$ cat config.mk
export PLATFORM = sky130hd
export DESIGN_NAME = branch_resolve_unit
export DESIGN_NICKNAME = d
export VERILOG_FILES = /design/src/rtl/branch_resolve_unit_pkg.sv /design/src/rtl/branch_resolve_unit_cond.sv /design/src/rtl/branch_resolve_unit.sv
export SDC_FILE = /design/constraint.sdc
export NUM_CORES = 1
export LEC_CHECK = 0
export CAP_MARGIN = 0
export CORE_UTILIZATION = 23
export CTS_CLUSTER_DIAMETER = 40
export CTS_CLUSTER_SIZE = 8
export DETAILED_ROUTE_END_ITERATION = 6
export PLACE_DENSITY = 0.51
export SETUP_SLACK_MARGIN = 0.1
export SLEW_MARGIN = 20
export SYNTH_ARGS = -nofsm -noshare
export SYNTH_HDL_FRONTEND = slang
export SYNTH_SLANG_ARGS = --single-unit
$ cat constraint.sdc
create_clock -name clk -period 3 [get_ports clk]
set_input_delay 0.75 -clock clk [delete_from_list [all_inputs] [get_ports clk]]
set_output_delay 0.75 -clock clk [all_outputs]
set_load 0.005 [all_outputs]
$ cat src/rtl/branch_resolve_unit_pkg.sv
// Shared types for the branch resolution slice: RV32I branch funct3 encodings
// and the request/result record layouts used around the resolve stage.
package rv32i_types;

  typedef enum logic [2:0] {
    BR_BEQ  = 3'b000,
    BR_BNE  = 3'b001,
    BR_BLT  = 3'b100,
    BR_BGE  = 3'b101,
    BR_BLTU = 3'b110,
    BR_BGEU = 3'b111
  } branch_funct3_t;

endpackage

package br_types;
  import rv32i_types::*;

  // Canonical RV32 datapath width for the package-level records.
  localparam int unsigned BR_WIDTH = 32;
  // Fall-through distance for a non-compressed branch.
  localparam int unsigned PC_STEP  = 4;

  typedef struct packed {
    branch_funct3_t      cmpop;
    logic [BR_WIDTH-1:0] a;
    logic [BR_WIDTH-1:0] b;
    logic [BR_WIDTH-1:0] pc;
    logic [BR_WIDTH-1:0] offset;
    logic                pred_taken;
    logic [BR_WIDTH-1:0] pred_target;
  } br_req_t;

  typedef struct packed {
    logic                taken;
    logic [BR_WIDTH-1:0] target;
    logic [BR_WIDTH-1:0] next_pc;
    logic                mispredict;
    logic                illegal;
    logic [BR_WIDTH-1:0] pc;
  } br_res_t;

endpackage

$ cat src/rtl/branch_resolve_unit_cond.sv
// Combinational branch condition evaluator: decides taken/illegal from funct3.
module br_cond_eval
  import rv32i_types::*;
#(
  parameter int unsigned WIDTH = 32
) (
  input  logic [2:0]       cmpop,
  input  logic [WIDTH-1:0] a,
  input  logic [WIDTH-1:0] b,
  output logic             taken,
  output logic             illegal
);

  // Decode funct3; the two reserved encodings report illegal and not-taken.
  always_comb begin
    taken   = 1'b0;
    illegal = 1'b0;
    case (cmpop)
      BR_BEQ:  taken = (a == b);
      BR_BNE:  taken = (a != b);
      BR_BLT:  taken = ($signed(a) <  $signed(b));
      BR_BGE:  taken = ($signed(a) >= $signed(b));
      BR_BLTU: taken = (a <  b);
      BR_BGEU: taken = (a >= b);
      default: illegal = 1'b1;
    endcase
  end

endmodule

$ cat src/rtl/branch_resolve_unit.sv
// Pipelined branch resolution stage: evaluates the branch, computes target and
// next PC, flags mispredictions, and keeps saturating retirement counters.
module branch_resolve_unit
  import br_types::*;
#(
  parameter int unsigned WIDTH = 32,
  parameter int unsigned PIPE  = 1,
  parameter int unsigned CNT_W = 32
) (
  input  logic             clk,
  input  logic             rst,
  input  logic             flush,
  input  logic             in_valid,
  output logic             in_ready,
  input  logic [2:0]       in_cmpop,
  input  logic [WIDTH-1:0] in_a,
  input  logic [WIDTH-1:0] in_b,
  input  logic [WIDTH-1:0] in_pc,
  input  logic [WIDTH-1:0] in_offset,
  input  logic             in_pred_taken,
  input  logic [WIDTH-1:0] in_pred_target,
  output logic             out_valid,
  input  logic             out_ready,
  output logic             out_taken,
  output logic [WIDTH-1:0] out_target,
  output logic [WIDTH-1:0] out_next_pc,
  output logic             out_mispredict,
  output logic             out_illegal,
  output logic [WIDTH-1:0] out_pc,
  output logic [CNT_W-1:0] br_cnt,
  output logic [CNT_W-1:0] mispred_cnt
);

  // Width-specific views of the br_types records.
  typedef struct packed {
    logic [2:0]       cmpop;
    logic [WIDTH-1:0] a;
    logic [WIDTH-1:0] b;
    logic [WIDTH-1:0] pc;
    logic [WIDTH-1:0] offset;
    logic             pred_taken;
    logic [WIDTH-1:0] pred_target;
  } req_t;

  typedef struct packed {
    logic             taken;
    logic [WIDTH-1:0] target;
    logic [WIDTH-1:0] next_pc;
    logic             mispredict;
    logic             illegal;
    logic [WIDTH-1:0] pc;
  } res_t;

  req_t             in_req;
  req_t             src_req;
  logic             src_valid;
  logic             fin_ready;
  logic             retire;
  logic             out_valid_q, out_valid_d;
  res_t             res_q, res_d;
  logic [CNT_W-1:0] br_cnt_q, br_cnt_d;
  logic [CNT_W-1:0] mis_cnt_q, mis_cnt_d;
  logic             ev_taken, ev_illegal;
  logic [WIDTH-1:0] tgt;

  // Pack the request ports into one record.
  always_comb begin
    in_req.cmpop       = in_cmpop;
    in_req.a           = in_a;
    in_req.b           = in_b;
    in_req.pc          = in_pc;
    in_req.offset      = in_offset;
    in_req.pred_taken  = in_pred_taken;
    in_req.pred_target = in_pred_target;
  end

  // Output stage can take a new entry when empty or draining this cycle.
  always_comb fin_ready = !out_valid_q || out_ready;

  generate
    if (PIPE != 0) begin : g_opreg
      logic op_valid_q, op_valid_d;
      req_t op_req_q, op_req_d;
      logic op_ready;

      // Operand stage handshake: free slot or its entry moves on this cycle.
      always_comb op_ready = !op_valid_q || fin_ready;

      // Operand stage next state: capture accepted request, drop on flush.
      always_comb begin
        op_valid_d = op_valid_q;
        op_req_d   = op_req_q;
        if (flush) begin
          op_valid_d = 1'b0;
        end else if (op_ready) begin
          op_valid_d = in_valid;
          if (in_valid) op_req_d = in_req;
        end
      end

      // Operand stage registers.
      always_ff @(posedge clk or negedge rst) begin
        if (!rst) begin
          op_valid_q <= 1'b0;
          op_req_q   <= '0;
        end else begin
          op_valid_q <= op_valid_d;
          op_req_q   <= op_req_d;
        end
      end

      assign in_ready  = op_ready && !flush;
      assign src_valid = op_valid_q;
      assign src_req   = op_req_q;
    end else begin : g_direct
      assign in_ready  = fin_ready && !flush;
      assign src_valid = in_valid && in_ready;
      assign src_req   = in_req;
    end
  endgenerate

  br_cond_eval #(.WIDTH(WIDTH)) u_cond (
    .cmpop   (src_req.cmpop),
    .a       (src_req.a),
    .b       (src_req.b),
    .taken   (ev_taken),
    .illegal (ev_illegal)
  );

  // Result stage next state: resolve the branch and load it when there is room.
  always_comb begin
    tgt         = src_req.pc + src_req.offset;
    out_valid_d = out_valid_q;
    res_d       = res_q;
    if (flush) begin
      out_valid_d = 1'b0;
    end else if (fin_ready) begin
      out_valid_d = src_valid;
      if (src_valid) begin
        res_d.taken   = ev_taken;
        res_d.illegal = ev_illegal;
        res_d.target  = tgt;
        res_d.next_pc = ev_taken ? tgt : src_req.pc + WIDTH'(PC_STEP);
        res_d.pc      = src_req.pc;
        // Illegal ops are never taken, so only the predicted direction matters.
        if (ev_illegal)
          res_d.mispredict = src_req.pred_taken;
        else
          res_d.mispredict = (ev_taken != src_req.pred_taken) ||
                             (ev_taken && (src_req.pred_target != tgt));
      end
    end
  end

  // Retirement counters saturate at all-ones; flush never touches them.
  always_comb begin
    retire    = out_valid_q && out_ready;
    br_cnt_d  = br_cnt_q;
    mis_cnt_d = mis_cnt_q;
    if (retire) begin
      if (br_cnt_q != '1) br_cnt_d = br_cnt_q + CNT_W'(1);
      if (res_q.mispredict && (mis_cnt_q != '1)) mis_cnt_d = mis_cnt_q + CNT_W'(1);
    end
  end

  // Result stage and counter registers.
  always_ff @(posedge clk or negedge rst) begin
    if (!rst) begin
      out_valid_q <= 1'b0;
      res_q       <= '0;
      br_cnt_q    <= '0;
      mis_cnt_q   <= '0;
    end else begin
      out_valid_q <= out_valid_d;
      res_q       <= res_d;
      br_cnt_q    <= br_cnt_d;
      mis_cnt_q   <= mis_cnt_d;
    end
  end

  assign out_valid      = out_valid_q;
  assign out_taken      = res_q.taken;
  assign out_target     = res_q.target;
  assign out_next_pc    = res_q.next_pc;
  assign out_mispredict = res_q.mispredict;
  assign out_illegal    = res_q.illegal;
  assign out_pc         = res_q.pc;
  assign br_cnt         = br_cnt_q;
  assign mispred_cnt    = mis_cnt_q;

endmodule
==> flow_metrics.tcl <==
set metrics [dict create \
    cts.reportedPaths.clkPinSlew_ns 0.05 \
    grt_pass1_vias 15087 \
    grt_max_degree 84 \
    final_area_um2 27000 \
    intPower_w 0.0153 \
    drt-vias-per-instance 4.47 \
    root_buffer "clkbuf_16" \
    cts_buffers 69 \
    critical_path_class "reg -> reg" \
    first_pass_iters 7 \
    grt-ovfl-total 0 \
    gp_congestion 0.893 \
    grt_usage 0.161 \
    clock.fmax_mhz 277 \
    synth-edff-count 0 \
    io_pins 334 \
    slew-limit-headroom 0.522 \
    hold_violations 0 \
    post_drt_wl_per_cell_um 19.2 \
    power_leakage_nw 11.7 \
    place_area_um2 23200 \
    drc 0 \
    swShare 0.322 \
    syn_area_um2 16900 \
    setup_viol 23 \
    ys_top_cells_by_count "dfrtp_1 (329), mux2_2 (218), nand2_1 (136)" \
    fin_util 0.371 \
    grt_pass1_wl_mm 91.0 \
    antenna_found_initial 16 \
    synth.largest_area_cell "dfrtp_1" \
    die_y_um 273 \
    ir_worst_vdd_mv 0.425 \
    drv_cap 0 \
    finalHoldWorstSlack_ns 0.0967 \
    cts_sinks 329 \
    cts_tree "built" \
    status "finished, violations left" \
    worst_pin_slew_ns 0.717 \
    powerDensity_nw_per_um2 835 \
    synth_area_per_cell_um2 11.0 \
    hold_path.class "in -> async" \
    synth_top_area_share 0.487 \
    power.share.clock 0.326 \
    layout-drive-gt1-share 0.340 \
    power_frac_seq 0.268 \
    synth_seq_cells 329 \
    async_flop_share 1.00 \
    start_util 0.232 \
    final_antenna_net_count 0 \
    clock_skew_ns 0.0258 \
    synth_cell_types 71 \
    syn_inst 1543 \
    arrival_ns 4.09 \
    drt_iter0_markers 860 \
    core-area_um2 72800 \
    setup_tns_ns -3.54 \
    cts_buffer_depth 3 \
    yosys-top-cells-area "dfrtp_1 (49%), mux2_2 (15%), ha_1 (4.9%)" \
    routed_wl_mm 60.9 \
    yosysWarnings 0 \
    rsz0062_at_grt "yes" \
    worst_slack_ns -0.616 \
    yosys_most_used_dff "dfrtp_1" \
    io_buffers 333 \
    die_w_um 273 \
    finalCriticalPeriod_ns 3.62 \
    power_frac_comb 0.406 \
    htree_levels 3 \
    slew_violations 0 \
    critPathLaunchType "flop" \
    row_count 99 \
    syn_to_final_growth_pct 59.9 \
    worstPathMaxFanout 4 \
    end_kind "flop" \
    die-area_um2 74600 \
    period_share 1.21 \
    nets 2405 \
    vias 14221 \
    synth_nets 1779 \
    dpl.hpwl_mm 46.6 \
    synth-seq-area-share 0.487 \
    cp.required_ns 3.48 \
    failed_checks "negative setup slack" \
    synth.most_common_cell "dfrtp_1" \
    worstSkewPairLatency_ns 0.60 \
    p_switching_w 0.00727 \
]
[through the flow]
step	power [W]	worst slack, ns	std cells
after detailed placement	0.0135	-0.900	3009
after CTS	0.0222	-0.561	3167
after floorplan	0.00918	-0.181	1543
final	0.0226	-0.616	3178
after global routing	0.0238	-0.734	3176
after global placement	0.0135	-0.964	3009
[state kept, by name, summed over array words and instances, names as in the netlist]
signal / cells
br_cnt: 32
g_opreg.op_req_q: 164
g_opreg.op_valid_q: 1
mispred_cnt: 32
out_illegal: 1
out_mispredict: 1
out_next_pc: 32
out_pc: 32
out_taken: 1
out_target: 32
out_valid: 1
[final cells by class]
cell class	count	area, µm²
repair buffers	624	6000
clock buffers	92	1920
clock inverters	27	329
well taps	959	1200
diodes	2	5.00
flip-flops and latches	329	8230
inverters	46	173
fillers	7151	45800
multi-input cells	1099	9180
[worst max-delay path, cell delays in order, from the launching register on]
cell,delay [ns]
dfrtp_1,0.38
ha_2,0.20
fa_2,0.34
a21o_1,0.23
buf_6,0.13
a221o_2,0.37
buf_4,0.15
buf_6,0.11
and4_4,0.14
a211o_4,0.31
a211oi_1,0.29
nand4b_1,0.24
a2111oi_4,0.27
nand4_1,0.14
o21a_1,0.19
[layer usage]
metal | wire length, µm | track usage
met4 | 1240 | 0.0391
met2 | 28400 | 0.263
met3 | 4400 | 0.0542
met1 | 26700 | 0.204
met5 | 163 | 0
[cell families after synthesis]
logic type | count (synthesis) | share of synthesized area
compound gates | 237 | 0.0879
xor+xnor | 149 | 0.0809
fa+ha+maj | 67 | 0.0500
buf+inv | 115 | 0.0263
flops | 329 | 0.487
mux | 226 | 0.150
simple gates | 420 | 0.118
[path summary, 6_finish.rpt]
| kind | start | to | slack (ns) | depth (start not counted) |
|---|---|---|---|---|
| min in group clk | out_target[13] | out_target[13] | 0.48 | 2 |
| min | rst | mispred_cnt[18] | 0.1 | 1 |
| min reg2reg | out_target[13] | out_target[13] | 0.48 | 2 |
| max reg2reg | g_opreg.op_req_q[65] | out_mispredict | -0.62 | 14 |
| max in group asynchronous | rst | out_pc[19] | 2.07 | 2 |
| max | g_opreg.op_req_q[65] | out_mispredict | -0.62 | 14 |
[timing repair]
action / 4_1_cts / 5_1_grt
hold buffers: 0 / 0
setup endpoints to repair: 55 / 60
cloned: 6 / 2
gates resized for setup: 144 / 99
pin swaps: 67 / 52
buffers inserted: 35 / 11
[power by group through the flow]
stage               combinational (W)  clock (W)  sequential (W)
floorplan                     0.00319          0         0.00599
global placement              0.00738          0         0.00608
detailed placement            0.00741          0         0.00612
CTS                           0.00861    0.00755         0.00607
global route                  0.00985    0.00778         0.00618
finish                        0.00917    0.00736         0.00605
[cell usage in the layout, fill, tap and decap left out, types with 20 or more instances in the layout]
cell,netlist,routed
clkdlybuf4s50_1,0,331
o21ai_0,74,46
a21oi_1,70,44
ha_1,66,56
nand2_1,136,128
nand3_1,61,61
buf_4,0,238
nor2_1,92,72
mux2_2,218,207
o21ai_1,7,25
clkbuf_16,0,72
a21oi_2,1,22
xnor2_1,89,81
buf_6,1,25
xor2_1,55,51
dfrtp_1,329,329
nand4_1,30,30
inv_1,46,43
and3_1,22,20
Power figures use the tool's default switching activity.
